### config.mk
export PLATFORM = sky130hd
export DESIGN_NAME = fetch_stage_flat
export DESIGN_NICKNAME = d
export VERILOG_FILES = /design/src/rtl/fetch_stage_if.sv /design/src/rtl/fetch_stage.sv /design/src/flat_wrapper.sv
export SDC_FILE = /design/constraint.sdc
export NUM_CORES = 1
export LEC_CHECK = 0
export ABC_AREA = 1
export CAP_MARGIN = 20
export CORE_MARGIN = 3
export CORE_UTILIZATION = 42
export CTS_BUF_LIST = sky130_fd_sc_hd__clkbuf_4 sky130_fd_sc_hd__clkbuf_8
export CTS_CLUSTER_SIZE = 25
export DETAILED_ROUTE_END_ITERATION = 10
export GPL_ROUTABILITY_DRIVEN = 0
export PLACE_DENSITY = 0.72
export SKIP_CTS_REPAIR_TIMING = 1
export SYNTH_ARGS = -nofsm -noshare
export SYNTH_HDL_FRONTEND = slang
export SYNTH_SLANG_ARGS = --single-unit
export TNS_END_PERCENT = 20
### constraint.sdc
create_clock -name clk -period 1.55 [get_ports clk]
set_input_delay 0.465 -clock clk [delete_from_list [all_inputs] [get_ports clk]]
set_output_delay 0.465 -clock clk [all_outputs]
set_load 0.01 [all_outputs]
### src/rtl/fetch_stage_if.sv
// Instruction-memory request/done bus between the fetch stage and imem.
//   imem_addr   : fetch address (word-aligned PC)
//   imem_rd_en  : read request, held high until imem_done
//   imem_data   : returned instruction, valid when imem_done=1
//   imem_done   : response strobe
// master = fetch stage, slave = instruction memory.
interface fetch_stage_if;
    localparam int unsigned XLEN = 16;

    logic [XLEN-1:0] imem_addr;
    logic            imem_rd_en;
    logic [XLEN-1:0] imem_data;
    logic            imem_done;

    modport master (
        output imem_addr,
        output imem_rd_en,
        input  imem_data,
        input  imem_done
    );

    modport slave (
        input  imem_addr,
        input  imem_rd_en,
        output imem_data,
        output imem_done
    );
endinterface

### src/rtl/fetch_stage.sv
// Instruction-fetch stage with IF/ID pipeline register.
// Owns the PC, fetches from a multi-cycle imem, applies execute redirects
// and hazard stalls, and freezes fetch after a HALT instruction.
// Ports:
//   clk, rst      : clock, synchronous active-high reset
//   stall         : hold PC and IF/ID (a returning response goes to a hold buffer)
//   redirect      : taken branch/jump from execute, target on redirect_pc
//   imem          : fetch_stage_if.master request/done bus to instruction memory
//   instr_out     : IF/ID instruction to decode
//   pc_plus2_out  : IF/ID PC+2 of instr_out
//   valid_out     : instr_out is a real instruction (0 = bubble)
//   halted        : fetch frozen after HALT
//   err           : sticky misalignment flag
// Optional feature macro: FETCH_ALIGN_CHECK_EN enables the alignment checker
// driving err; without it err is tied low.
module fetch_stage #(
    parameter logic [15:0] RESET_PC  = 16'h0000,
    parameter logic [15:0] NOP_INSTR = 16'h0800,
    parameter logic [4:0]  HALT_OPC  = 5'b00000
) (
    input  logic                 clk,
    input  logic                 rst,
    input  logic                 stall,
    input  logic                 redirect,
    input  logic [15:0]          redirect_pc,
    fetch_stage_if.master        imem,
    output logic [15:0]          instr_out,
    output logic [15:0]          pc_plus2_out,
    output logic                 valid_out,
    output logic                 halted,
    output logic                 err
);
    localparam int unsigned XLEN = 16;

    typedef enum logic [1:0] {
        FETCH  = 2'd0,
        DRAIN  = 2'd1,
        HALTED = 2'd2
    } state_t;

    state_t          state_q, state_d;
    logic [XLEN-1:0] pc_q, pc_d;
    logic [XLEN-1:0] instr_q, instr_d;
    logic [XLEN-1:0] pc2_q, pc2_d;
    logic            valid_q, valid_d;
    logic [XLEN-1:0] buf_q, buf_d;
    logic [XLEN-1:0] buf_pc2_q, buf_pc2_d;
    logic            buf_v_q, buf_v_d;

    logic            rd_en_c;
    logic            accept_c;
    logic            is_halt_c;
    logic            outstanding_c;
    logic [XLEN-1:0] pc_inc_c;

    // State and datapath registers
    always_ff @(posedge clk) begin
        if (rst) begin
            state_q   <= FETCH;
            pc_q      <= RESET_PC;
            instr_q   <= NOP_INSTR;
            pc2_q     <= '0;
            valid_q   <= 1'b0;
            buf_q     <= '0;
            buf_pc2_q <= '0;
            buf_v_q   <= 1'b0;
        end else begin
            state_q   <= state_d;
            pc_q      <= pc_d;
            instr_q   <= instr_d;
            pc2_q     <= pc2_d;
            valid_q   <= valid_d;
            buf_q     <= buf_d;
            buf_pc2_q <= buf_pc2_d;
            buf_v_q   <= buf_v_d;
        end
    end

    // Next-state: redirect > stall > normal
    always_comb begin
        state_d   = state_q;
        pc_d      = pc_q;
        instr_d   = instr_q;
        pc2_d     = pc2_q;
        valid_d   = valid_q;
        buf_d     = buf_q;
        buf_pc2_d = buf_pc2_q;
        buf_v_d   = buf_v_q;

        rd_en_c   = (state_q == FETCH) && !buf_v_q;
        accept_c  = rd_en_c && imem.imem_done;
        is_halt_c = (imem.imem_data[15:11] == HALT_OPC);
        pc_inc_c  = XLEN'(pc_q + XLEN'(2));
        // A redirect while already draining still owes memory one response.
        outstanding_c = (rd_en_c || (state_q == DRAIN)) && !imem.imem_done;

        if (redirect) begin
            pc_d    = redirect_pc;
            instr_d = NOP_INSTR;
            valid_d = 1'b0;
            buf_v_d = 1'b0;
            state_d = outstanding_c ? DRAIN : FETCH;
        end else begin
            if ((state_q == DRAIN) && imem.imem_done) begin
                state_d = FETCH;
            end

            if (stall) begin
                if (accept_c) begin
                    buf_d     = imem.imem_data;
                    buf_pc2_d = pc_inc_c;
                    buf_v_d   = 1'b1;
                    pc_d      = pc_inc_c;
                    if (is_halt_c) begin
                        state_d = HALTED;
                    end
                end
            end else if (buf_v_q) begin
                instr_d = buf_q;
                pc2_d   = buf_pc2_q;
                valid_d = 1'b1;
                buf_v_d = 1'b0;
            end else if (accept_c) begin
                instr_d = imem.imem_data;
                pc2_d   = pc_inc_c;
                valid_d = 1'b1;
                pc_d    = pc_inc_c;
                if (is_halt_c) begin
                    state_d = HALTED;
                end
            end else begin
                instr_d = NOP_INSTR;
                valid_d = 1'b0;
            end
        end
    end

`ifdef FETCH_ALIGN_CHECK_EN
    logic err_q;

    // Sticky misalignment flag: odd redirect target or odd fetch address
    always_ff @(posedge clk) begin
        if (rst) begin
            err_q <= 1'b0;
        end else if ((redirect && redirect_pc[0]) || (pc_q[0] && rd_en_c)) begin
            err_q <= 1'b1;
        end
    end

    assign err = err_q;
`else
    assign err = 1'b0;
`endif

    assign imem.imem_addr  = pc_q;
    assign imem.imem_rd_en = rd_en_c;
    assign instr_out       = instr_q;
    assign pc_plus2_out    = pc2_q;
    assign valid_out       = valid_q;
    assign halted          = (state_q == HALTED);

endmodule
### src/flat_wrapper.sv
// flat-port wrapper written by rule: the top's interface ports become plain ports
module fetch_stage_flat 
#(
    parameter logic [15:0] RESET_PC  = 16'h0000,
    parameter logic [15:0] NOP_INSTR = 16'h0800,
    parameter logic [4:0]  HALT_OPC  = 5'b00000
)
  (clk, rst, stall, redirect, redirect_pc, instr_out, pc_plus2_out, valid_out, halted, err, imem_imem_addr, imem_imem_rd_en, imem_imem_data, imem_imem_done);
  fetch_stage_if imem_i ();
  input  logic clk;
  input  logic rst;
  input  logic stall;
  input  logic redirect;
  input  logic [15:0] redirect_pc;
  output logic [15:0] instr_out;
  output logic [15:0] pc_plus2_out;
  output logic valid_out;
  output logic halted;
  output logic err;
  output wire logic [$bits(imem_i.imem_addr)-1:0] imem_imem_addr;
  output wire logic [$bits(imem_i.imem_rd_en)-1:0] imem_imem_rd_en;
  input wire logic [$bits(imem_i.imem_data)-1:0] imem_imem_data;
  input wire logic [$bits(imem_i.imem_done)-1:0] imem_imem_done;
  assign imem_imem_addr = imem_i.imem_addr;
  assign imem_imem_rd_en = imem_i.imem_rd_en;
  assign imem_i.imem_data = imem_imem_data;
  assign imem_i.imem_done = imem_imem_done;
  fetch_stage #(.RESET_PC(RESET_PC), .NOP_INSTR(NOP_INSTR), .HALT_OPC(HALT_OPC)) u_core (.clk(clk), .rst(rst), .stall(stall), .redirect(redirect), .redirect_pc(redirect_pc), .imem(imem_i), .instr_out(instr_out), .pc_plus2_out(pc_plus2_out), .valid_out(valid_out), .halted(halted), .err(err));
endmodule
==> metrics <==
Clock H-tree levels 3; max_cap viols 0; Post-Place Setup Slack -0.390 ns; final wirelength approximately 11,000 um; RSZ-0062 raised after global routing true; sequential share of the synthesized area 0.431; crit path time final 1.53 ns; Vias just over 4,000; syn avg cell area between 6 and 7 um2; Clock Latency Late Sink 0.35 ns; vias in the first global route roughly 3,700; Via-to-Cell Ratio a little over 5; Clock Skew 0.00987 ns; DRT Pass-1 Iters 5; Hold WS around 0.46 ns; drt wl/cell 13.7 um; ys flop type dfxtp_1; worst hold path class reg2reg; Reg clk slew, reported paths 0.08 ns; Fmax achieved roughly 650 MHz; status finished, final reports clean; fin crit share 0.990; # clock sinks 84; share of cells above drive strength 1 0.129; r2r startpoint u_core.imem.imem_addr[2]; Routed Antenna Nets 0; Post-Layout Cell Count 798; #FFs+latches synth 84; VDD IR max 0.000537 V; Root Buffer Master clkbuf_8; Mapped Cells 570; Worst EP required 1.80 ns; reg2reg setup slack 0.02 ns; CP max FO 4; Critical Path Max Stage Delay ~0.36 ns; Nets around 720; Post-synth EDFFs 0; Hold Vio Cnt, Final 0; Die Ht 102 um; CP most frequent cell nand2_1; TritonCTS Buffers 9; Initial Util 0.441; Worst Reg-to-Reg Cells 9; Post-synth ARST share 0; DP Wirelength 7780 um; DRC 0; Final setup viols 0; pin count of the biggest net entering global routing 25; worst hold start u_core.buf_pc2_q[2]; Diodes inserted 0; first-pass GRT wire length 17,100 um; Core Box Area 0.00885 mm2; CTS tree built; die area 0.0105 mm2; CP Launch Type flip-flop; reg2reg end u_core.imem.imem_addr[11]; Distinct cells, synth 33; critical path endpoint category flip-flop; Lkg Pwr 3.12 nW; CP arrival 1.78 ns; post-synth net total 608; initial DRC count ~240; Final WS setup 0.0159 ns; DP Cell Count 782; hold depth 2; I/O pin count 89; GRT Overall Usage 0.205; pwr dens 935 mW/mm2; final-report max-slew violation count 0; total grt overflow 0; Core Rows 34; fill count 775; CP max-delay cell dfxtp_1; Synth warnings 0; port bufs 87; CTS Buffer Depth 2; Hold Path Sink u_core.buf_pc2_q[2]; crit-path cells ha_1 > nand2_1 > nor2_2 > buf_4 > nand2_1 > nand2_1 > nand2_1 > a21oi_1 > nor2_1; Die Width slightly above 100 um; Synth-to-Final Area Change 43.0%; WS Path Type reg2reg; Total Power 0.00521 W; antenna violations before repair 0; Synth Cell Area ~0.0039 mm2
-- metal layers --
layer,GRT usage,vias to the layer above,share of wire
met3,0.0369,15,0.071
met1,0.291,1866,0.46
li1,-,2050,-
met4,0.0595,0,0.011
met5,0,-,0
met2,0.317,177,0.46
-- Yosys cell counts (2+ instances only) --
| cell type | count | area [um2] |
|---|---|---|
| dfxtp_1 | 84 | 1680 |
| buf_1 | 2 | 7.51 |
| buf_4 | 2 | 15.0 |
| inv_1 | 53 | 199 |
| nor2_4 | 3 | 33.8 |
| a211oi_1 | 3 | 22.5 |
| nand2_1 | 162 | 608 |
| nand3_1 | 25 | 125 |
| buf_2 | 8 | 40.0 |
| xor2_1 | 5 | 43.8 |
| buf_6 | 5 | 56.3 |
| nor2_1 | 62 | 233 |
| nor3_1 | 2 | 10.0 |
| a31oi_1 | 7 | 43.8 |
| nand3_4 | 2 | 35.0 |
| o21ai_0 | 43 | 215 |
| a21oi_1 | 69 | 345 |
| nand4_1 | 6 | 37.5 |
| clkbuf_1 | 13 | 48.8 |
-- registers in the layout (all words and copies together) (netlist names) --
register,flops
u_core.buf_pc2_q,16
u_core.buf_q,16
u_core.state_q,2
u_core.pc_plus2_out,16
u_core.instr_out,16
u_core.valid_out,1
u_core.imem.imem_addr,16
u_core.buf_v_q,1
-- critical path, delay by kind of cell, from the launching register on --
family          cells  cell delay [ns]
flops               1             0.36
buf+inv             1             0.15
fa+ha+maj           1             0.18
compound gates      1             0.20
simple gates        6             0.55
-- worst max-delay path by stage --
stage | from | endpoint | slack [ns] | depth (start not counted)
2_1_floorplan | u_core.imem.imem_addr[1] | u_core.buf_pc2_q[15] | 0.08 | 8
6_report | u_core.imem.imem_addr[2] | u_core.imem.imem_addr[11] | 0.02 | 9
3_3_place_gp | redirect | u_core.buf_pc2_q[11] | -0.37 | 8
3_5_place_dp | imem_imem_done | u_core.imem.imem_addr[3] | -0.39 | 6
4_1_cts | u_core.buf_v_q | imem_imem_rd_en | -0.38 | 2
5_1_grt | u_core.imem.imem_addr[2] | u_core.imem.imem_addr[11] | -0.10 | 9
-- where the power goes --
part           internal (W)  switching [W]  leakage [nW]
registers           0.00226      0.0000644         0.690
logic              0.000384       0.000419          2.29
clock network       0.00131       0.000771         0.138
total               0.00396        0.00125          3.12
-- final cells by class --
| class | instances | area, um2 | area share |
|---|---|---|---|
| flip-flops and latches | 84 | 1700 | 0.304 |
| repair buffers | 135 | 1410 | 0.252 |
| clock buffers | 12 | 153 | 0.0274 |
| inverters | 56 | 213 | 0.0382 |
| multi-input cells | 399 | 1850 | 0.332 |
| clock inverters | 4 | 120 | 0.0215 |
| well taps | 108 | 135 | 0.0242 |
-- through the flow --
stage | setup TNS [ns] | util | cell area [um2]
final | 0 | 0.630 | 5580
after global routing | -0.600 | 0.630 | 5580
after CTS | -9.79 | 0.612 | 5420
after detailed placement | -24.64 | 0.581 | 5140
after global placement | -22.56 | 0.581 | 5140
after floorplan | 0 | - | 3900
-- layout by cell type, fill, tap and decap left out, types with 7 or more instances in the layout --
cell	count
nand2_1	161
dfxtp_1	75
a21oi_1	68
nor2_1	60
inv_1	53
dlymetal6s2s_1	51
o21ai_0	42
buf_4	42
clkdlybuf4s50_1	34
nand3_1	25
clkbuf_8	10
dfxtp_2	8
a31oi_1	7
-- kinds of logic (layout without fill, tap and decap cells) --
logic type / after synthesis / count (layout) / synth area share
other cells: 1 / 1 / 0.000962
simple gates: 266 / 266 / 0.286
buf+inv: 87 / 207 / 0.0988
fa+ha+maj: 1 / 1 / 0.00321
flops: 84 / 84 / 0.431
compound gates: 125 / 125 / 0.166
xor+xnor: 6 / 6 / 0.0135
(Power assumes the default switching activity.)
